### src/rtl/reg_file_wb_pkg.sv
// Shared types and constants for the WB-side register file and its busy scoreboard.
// The optional same-cycle write-to-read bypass is selected with REGFILE_BYPASS_EN.
package regfile_pkg;

    localparam int DATA_W   = 32;
    localparam int ADDR_W   = 5;
    localparam int NUM_REGS = 2 ** ADDR_W;
    localparam int CNT_W    = 6;

    typedef logic [ADDR_W-1:0]   reg_idx_t;
    typedef logic [DATA_W-1:0]   reg_data_t;
    typedef logic [CNT_W-1:0]    busy_cnt_t;
    typedef logic [NUM_REGS-1:0] busy_vec_t;

    localparam reg_idx_t ZERO_REG = 5'd0;

    // Bit 0 of the busy vector is always clear, so the result never exceeds 31.
    function automatic busy_cnt_t count_busy(input busy_vec_t v);
        busy_cnt_t n;
        n = '0;
        for (int i = 0; i < NUM_REGS; i++) begin
            n = n + busy_cnt_t'(v[i]);
        end
        return n;
    endfunction

endpackage

### src/rtl/reg_file_wb_if.sv
// Bundle of WB write-back, ID read and ID issue signals around the register file.
// The slave side is the register file; the master side is the surrounding pipeline.
interface reg_file_wb_if;
    import regfile_pkg::*;

    logic      RegWrite_WB;
    reg_idx_t  Write_reg_WB;
    reg_data_t Write_data_WB;

    reg_idx_t  Read_reg1_ID;
    reg_idx_t  Read_reg2_ID;
    reg_data_t Read_data1_ID;
    reg_data_t Read_data2_ID;

    logic      Issue_valid_ID;
    reg_idx_t  Issue_dest_ID;

    logic      Busy1_ID;
    logic      Busy2_ID;
    logic      Stall_ID;
    busy_cnt_t Busy_count;

    modport master (
        output RegWrite_WB, Write_reg_WB, Write_data_WB,
        output Read_reg1_ID, Read_reg2_ID,
        output Issue_valid_ID, Issue_dest_ID,
        input  Read_data1_ID, Read_data2_ID,
        input  Busy1_ID, Busy2_ID, Stall_ID, Busy_count
    );

    modport slave (
        input  RegWrite_WB, Write_reg_WB, Write_data_WB,
        input  Read_reg1_ID, Read_reg2_ID,
        input  Issue_valid_ID, Issue_dest_ID,
        output Read_data1_ID, Read_data2_ID,
        output Busy1_ID, Busy2_ID, Stall_ID, Busy_count
    );

endinterface

### src/rtl/reg_file_wb_scoreboard.sv
// Busy scoreboard: ID sets a destination on issue, WB clears it on write-back.
// With REGFILE_BYPASS_EN the read-side busy flags ignore an index being written this cycle.
module reg_scoreboard
    import regfile_pkg::*;
(
    input  logic      clk,
    input  logic      rst,
    input  logic      clr_en,
    input  reg_idx_t  clr_idx,
    input  logic      set_en,
    input  reg_idx_t  set_idx,
    input  reg_idx_t  rd1_idx,
    input  reg_idx_t  rd2_idx,
    output logic      busy1,
    output logic      busy2,
    output busy_cnt_t busy_count
);

    busy_vec_t busy;
    busy_vec_t busy_next;
    logic      fwd1;
    logic      fwd2;

    // Set is applied after clear so a newer producer of the same index stays pending.
    always_comb begin
        busy_next = busy;
        if (clr_en) begin
            busy_next[clr_idx] = 1'b0;
        end
        if (set_en && set_idx != ZERO_REG) begin
            busy_next[set_idx] = 1'b1;
        end
        busy_next[0] = 1'b0;
    end

    always_ff @(posedge clk or posedge rst) begin
        if (rst) begin
            busy       <= '0;
            busy_count <= '0;
        end else begin
            busy       <= busy_next;
            busy_count <= count_busy(busy_next);
        end
    end

`ifdef REGFILE_BYPASS_EN
    // A write landing this cycle satisfies the reader unless a newer issue reclaims the index.
    assign fwd1 = clr_en && clr_idx == rd1_idx && !(set_en && set_idx == rd1_idx);
    assign fwd2 = clr_en && clr_idx == rd2_idx && !(set_en && set_idx == rd2_idx);
`else
    assign fwd1 = 1'b0;
    assign fwd2 = 1'b0;
`endif

    assign busy1 = (rd1_idx != ZERO_REG) && busy[rd1_idx] && !fwd1;
    assign busy2 = (rd2_idx != ZERO_REG) && busy[rd2_idx] && !fwd2;

    a_count_bound: assert property (@(posedge clk) disable iff (rst)
        busy_count <= busy_cnt_t'(NUM_REGS - 1));

    a_zero_never_busy: assert property (@(posedge clk) disable iff (rst)
        busy[0] == 1'b0);

endmodule

### src/rtl/reg_file_wb.sv
// MIPS GPR file at the MEM/WB boundary: WB writes, ID reads combinationally, scoreboard drives stall.
// Define REGFILE_BYPASS_EN to forward same-cycle write-back data onto the ID read ports.
module reg_file_wb
    import regfile_pkg::*;
(
    input  logic         clk,
    input  logic         rst,
    reg_file_wb_if.slave bus
);

    reg_data_t regs [NUM_REGS];
    reg_data_t rd1;
    reg_data_t rd2;
    logic      wr_en;

    assign wr_en = bus.RegWrite_WB && bus.Write_reg_WB != ZERO_REG;

    always_ff @(posedge clk or posedge rst) begin
        if (rst) begin
            for (int i = 0; i < NUM_REGS; i++) begin
                regs[i] <= '0;
            end
        end else if (wr_en) begin
            regs[bus.Write_reg_WB] <= bus.Write_data_WB;
        end
    end

    // $0 reads as zero regardless of storage contents or a pending write to it.
    always_comb begin
        rd1 = regs[bus.Read_reg1_ID];
        if (bus.Read_reg1_ID == ZERO_REG) begin
            rd1 = '0;
        end
`ifdef REGFILE_BYPASS_EN
        else if (wr_en && bus.Write_reg_WB == bus.Read_reg1_ID) begin
            rd1 = bus.Write_data_WB;
        end
`endif
    end

    always_comb begin
        rd2 = regs[bus.Read_reg2_ID];
        if (bus.Read_reg2_ID == ZERO_REG) begin
            rd2 = '0;
        end
`ifdef REGFILE_BYPASS_EN
        else if (wr_en && bus.Write_reg_WB == bus.Read_reg2_ID) begin
            rd2 = bus.Write_data_WB;
        end
`endif
    end

    assign bus.Read_data1_ID = rd1;
    assign bus.Read_data2_ID = rd2;

    reg_scoreboard u_scoreboard (
        .clk        (clk),
        .rst        (rst),
        .clr_en     (bus.RegWrite_WB),
        .clr_idx    (bus.Write_reg_WB),
        .set_en     (bus.Issue_valid_ID),
        .set_idx    (bus.Issue_dest_ID),
        .rd1_idx    (bus.Read_reg1_ID),
        .rd2_idx    (bus.Read_reg2_ID),
        .busy1      (bus.Busy1_ID),
        .busy2      (bus.Busy2_ID),
        .busy_count (bus.Busy_count)
    );

    assign bus.Stall_ID = bus.Busy1_ID | bus.Busy2_ID;

endmodule

### src/flat_wrapper.sv
// flat-port wrapper written by rule: the top's interface ports become plain ports
module reg_file_wb_flat import regfile_pkg::*;
  (clk, rst, bus_RegWrite_WB, bus_Write_reg_WB, bus_Write_data_WB, bus_Read_reg1_ID, bus_Read_reg2_ID, bus_Issue_valid_ID, bus_Issue_dest_ID, bus_Read_data1_ID, bus_Read_data2_ID, bus_Busy1_ID, bus_Busy2_ID, bus_Stall_ID, bus_Busy_count);
  reg_file_wb_if bus_i ();
  input  logic clk;
  input  logic rst;
  input wire logic [$bits(bus_i.RegWrite_WB)-1:0] bus_RegWrite_WB;
  input wire logic [$bits(bus_i.Write_reg_WB)-1:0] bus_Write_reg_WB;
  input wire logic [$bits(bus_i.Write_data_WB)-1:0] bus_Write_data_WB;
  input wire logic [$bits(bus_i.Read_reg1_ID)-1:0] bus_Read_reg1_ID;
  input wire logic [$bits(bus_i.Read_reg2_ID)-1:0] bus_Read_reg2_ID;
  input wire logic [$bits(bus_i.Issue_valid_ID)-1:0] bus_Issue_valid_ID;
  input wire logic [$bits(bus_i.Issue_dest_ID)-1:0] bus_Issue_dest_ID;
  output wire logic [$bits(bus_i.Read_data1_ID)-1:0] bus_Read_data1_ID;
  output wire logic [$bits(bus_i.Read_data2_ID)-1:0] bus_Read_data2_ID;
  output wire logic [$bits(bus_i.Busy1_ID)-1:0] bus_Busy1_ID;
  output wire logic [$bits(bus_i.Busy2_ID)-1:0] bus_Busy2_ID;
  output wire logic [$bits(bus_i.Stall_ID)-1:0] bus_Stall_ID;
  output wire logic [$bits(bus_i.Busy_count)-1:0] bus_Busy_count;
  assign bus_i.RegWrite_WB = bus_RegWrite_WB;
  assign bus_i.Write_reg_WB = bus_Write_reg_WB;
  assign bus_i.Write_data_WB = bus_Write_data_WB;
  assign bus_i.Read_reg1_ID = bus_Read_reg1_ID;
  assign bus_i.Read_reg2_ID = bus_Read_reg2_ID;
  assign bus_i.Issue_valid_ID = bus_Issue_valid_ID;
  assign bus_i.Issue_dest_ID = bus_Issue_dest_ID;
  assign bus_Read_data1_ID = bus_i.Read_data1_ID;
  assign bus_Read_data2_ID = bus_i.Read_data2_ID;
  assign bus_Busy1_ID = bus_i.Busy1_ID;
  assign bus_Busy2_ID = bus_i.Busy2_ID;
  assign bus_Stall_ID = bus_i.Stall_ID;
  assign bus_Busy_count = bus_i.Busy_count;
  reg_file_wb u_core (.clk(clk), .rst(rst), .bus(bus_i));
endmodule
### config.mk
export PLATFORM = sky130hd
export DESIGN_NAME = reg_file_wb_flat
export DESIGN_NICKNAME = d
export VERILOG_FILES = /design/src/rtl/reg_file_wb_pkg.sv /design/src/rtl/reg_file_wb_if.sv /design/src/rtl/reg_file_wb_scoreboard.sv /design/src/rtl/reg_file_wb.sv /design/src/flat_wrapper.sv
export SDC_FILE = /design/constraint.sdc
export NUM_CORES = 2
export LEC_CHECK = 0
export CAP_MARGIN = 30
export CORE_ASPECT_RATIO = 1.25
export CORE_MARGIN = 5
export CORE_UTILIZATION = 40
export DETAILED_ROUTE_END_ITERATION = 16
export GPL_ROUTABILITY_DRIVEN = 0
export GPL_TIMING_DRIVEN = 0
export PLACE_DENSITY = 0.59
export SLEW_MARGIN = 20
export SYNTH_ARGS = -nofsm -noshare
export SYNTH_HDL_FRONTEND = slang
export SYNTH_HIERARCHICAL = 1
export SYNTH_SLANG_ARGS = --single-unit
### constraint.sdc
create_clock -name clk -period 31.7 [get_ports clk]
set_input_delay 4.755 -clock clk [delete_from_list [all_inputs] [get_ports clk]]
set_output_delay 4.755 -clock clk [all_outputs]
set_load 0.01 [all_outputs]
==> metrics <==
Synth Area per Inst 14.82 um2; Arr. time, crit path between 9 and 10 ns; Fin. Hold Viols 0; DRT Pass-1 Iters 8; WS Path Type input port to output pin; Unique masters post-synth 59; r2r worst-path depth 14; CP startpoint kind input port; clock slew at reported path FFs roughly 0.06 ns; post-synthesis simple-gate area fraction 2.182%; Post-synth top cells dfrtp_1 (1,061), mux2_2 (1,031), mux4_2 (450); share of post-route cells with drive strength above 1 46.60%; post-CTS setup buffers 0; maximum fanout along the worst path 10; final setup fails 0; share of the synthesized area in the top cell type a little under half; Worst EP required between 20 and 30 ns; global-route wire length before repair between 300 and 400 mm; adder-cell share of the synthesized area 0.9482%; XOR/XNOR share of the synthesized area 0.04546%; EDFF count, synth 0; Max Freq around 0.071 GHz; post-synthesis sequential area ratio 45.94%; flops & latches, synth 1,061; cell area after synthesis between 0.05 and 0.06 mm2; Comb power frac 29.7%; routed wire length 228.4 mm; power density over cell area 67.92 mW/mm2; row cnt approximately 160; antenna-violating nets left 1; failing checks antenna violations; DP Cell Count 5,971; Syn Nets 3,985; starting utilization of the core area between 40% and 50%; DRC 0; worst vdd ir 0.0003533 V; slew margin rel. 25.38%; Sink Count about 1,100; Pint 3.077 mW; post-synthesis mux area share ~40%; Net Sw Power 1.406 mW; RSZ-0062 raised after global routing no; post_cts resized 0; Port Buffers 124; Total GRT Usage 29.71%; ys async rst share 100.0%; number of vias per cell 6.441; Post-Synthesis Cells 3,899; via count approximately 40,000; Layout Nets 4,275; leading area contributor after synthesis dfrtp_1; die area 0.1522 mm2; clock power share 29.6%; Period minus WS final 14.05 ns; Hold Path Class flop to flop; setup TNS 0 ns; Slew Viols, Final 0; initial antenna violation count 7; post-layout util 45.82%; status finished, violations left; CTS Root Cell clkbuf_16; Congestion Overflow GR 0; Layout area overhead 14.20%; Ports about 130; hold_ws 0.4803 ns; initial DRC count 4,513; Switching Share between 30% and 40%; # Max-Cap Violations 0; dpl cell area 0.06237 mm2; Die Height 435.0 um; Critical Path Sink Type output pin; core area about 0.14 mm2; CTS hold repair buffers 0; Compound-Gate Fraction of Synth Area 5.479%; fill count between 10,000 and 15,000; cell with the most instances after synthesis dfrtp_1; vias in the first global route 40,100; Flop pwr share 40.7%; worst-margin pin slew 1.119 ns; Clock Path Buffers 3; Worst Hold Depth 1; Tcrit/Tclk final 44.34%; Routed WL per cell 36.92 um; CTS Buf Count 110; leakage roughly 28 nW; Synth Flop Type dfrtp_1; final instance area roughly 0.066 mm2; Non-Filler Instances 6,187; register area approximately 0.027 mm2; die width 350.0 um; largest net degree at the start of global routing 35; H-Tree Depth 3; HPWL after detailed placement roughly 170 mm; largest family of logic cells by synthesized area multiplexers; Yosys warning count 6; Fin Clk Skew approximately 0.012 ns; Clock Latency Late Sink 0.75 ns; CTS tree done; area of the multi-input gates 0.02854 mm2; Area contributors post-synth dfrtp_1 (46%), mux2_2 (20%), mux4_2 (18%)
layout make-up:
cell class,instances,share of cell area [%]
plain buffers,433,3.846
clock buffers,160,4.777
diodes,14,0.05308
well taps,1896,3.594
inverters,48,0.2786
repair buffers,178,3.330
multi-input cells,2357,43.24
clock inverters,40,0.6578
flip-flops and latches,1061,40.22
layout by cell type, fill, tap and decap left out, types with 5 or more instances in the layout:
cell type	instances
o21ai_0	77
ha_1	7
nor2_2	13
buf_16	7
diode_2	14
clkdlybuf4s50_1	124
mux2_1	27
clkbuf_1	206
buf_2	130
inv_1	44
dfrtp_1	1061
buf_12	32
bufinv_16	8
nand3_1	11
nor2_1	13
o2111ai_1	18
a211oi_1	64
a22oi_1	65
o21a_1	11
o21ai_1	86
fa_1	23
mux4_2	450
buf_6	71
a311oi_1	64
clkbuf_16	112
mux2_2	1031
nor3b_1	5
nand3b_1	14
clkinv_2	24
a221oi_1	51
a2111oi_0	6
mux2i_1	144
buf_4	66
clkbuf_8	17
nand2_1	55
nor2b_1	75
cells by family after synthesis:
| logic type | count (synthesis) |
|---|---|
| buffers and inverters | 481 |
| adders and majority gates | 30 |
| muxes | 1654 |
| xor gates and xnor gates | 3 |
| AOI/OAI and AO/OA | 451 |
| DFF | 1061 |
| and+or+nand+nor | 219 |
registers in the layout (all words and copies together) (netlist names):
register and count:
u_core/u_scoreboard/busy_count 6, u_core/regs 1024, u_core/u_scoreboard/busy 31
layer usage:
metal  part of all wire [%]  global-route usage [%]
met1                     38                   38.72
met2                     46                   45.85
met3                    8.5                   6.007
met4                    7.5                   18.12
met5                 0.0053                       0
power by group through the flow:
stage	registers [mW]	logic [mW]	clock network, mW
5_1_grt	1.85	1.45	1.40
3_3_place_gp	1.83	1.29	0
4_1_cts	1.81	1.33	1.35
6_report	1.82	1.33	1.33
3_5_place_dp	1.84	1.33	0
2_1_floorplan	1.78	0.969	0
critical path, cell delays in order:
cell and delay (ns):
clkdlybuf4s50_1 0.74, clkbuf_1 0.71, clkbuf_1 0.90, o2111ai_1 0.69, a311oi_1 0.82, clkdlybuf4s50_1 0.67
final timing paths:
| kind | start | to | slack, ns |
|---|---|---|---|
| hold reg to reg | u_core/regs[1007]$_DFFE_PP0P_ | u_core/regs[1007]$_DFFE_PP0P_ | 0.48 |
| max in group asynchronous | rst | u_core/regs[56]$_DFFE_PP0P_ | 25.16 |
| min in group asynchronous | rst | u_core/u_scoreboard/busy[23]$_DFF_PP0_ | 4.32 |
| hold / removal | u_core/regs[1007]$_DFFE_PP0P_ | u_core/regs[1007]$_DFFE_PP0P_ | 0.48 |
| setup / recovery | bus_Read_reg2_ID[3] | bus_Read_data2_ID[14] | 17.65 |
| setup reg to reg | u_core/u_scoreboard/busy[18]$_DFF_PP0_ | u_core/u_scoreboard/busy_count[4]$_DFF_PP0_ | 26.32 |
metrics by stage:
step | setup WS, ns | power, mW
after floorplan | 12.83 | 2.746
after global placement | 6.243 | 3.118
after detailed placement | 17.92 | 3.162
after CTS | 17.90 | 4.491
after global routing | 17.58 | 4.701
final | 17.65 | 4.483
Note: power is estimated with default switching activity, not from simulation.
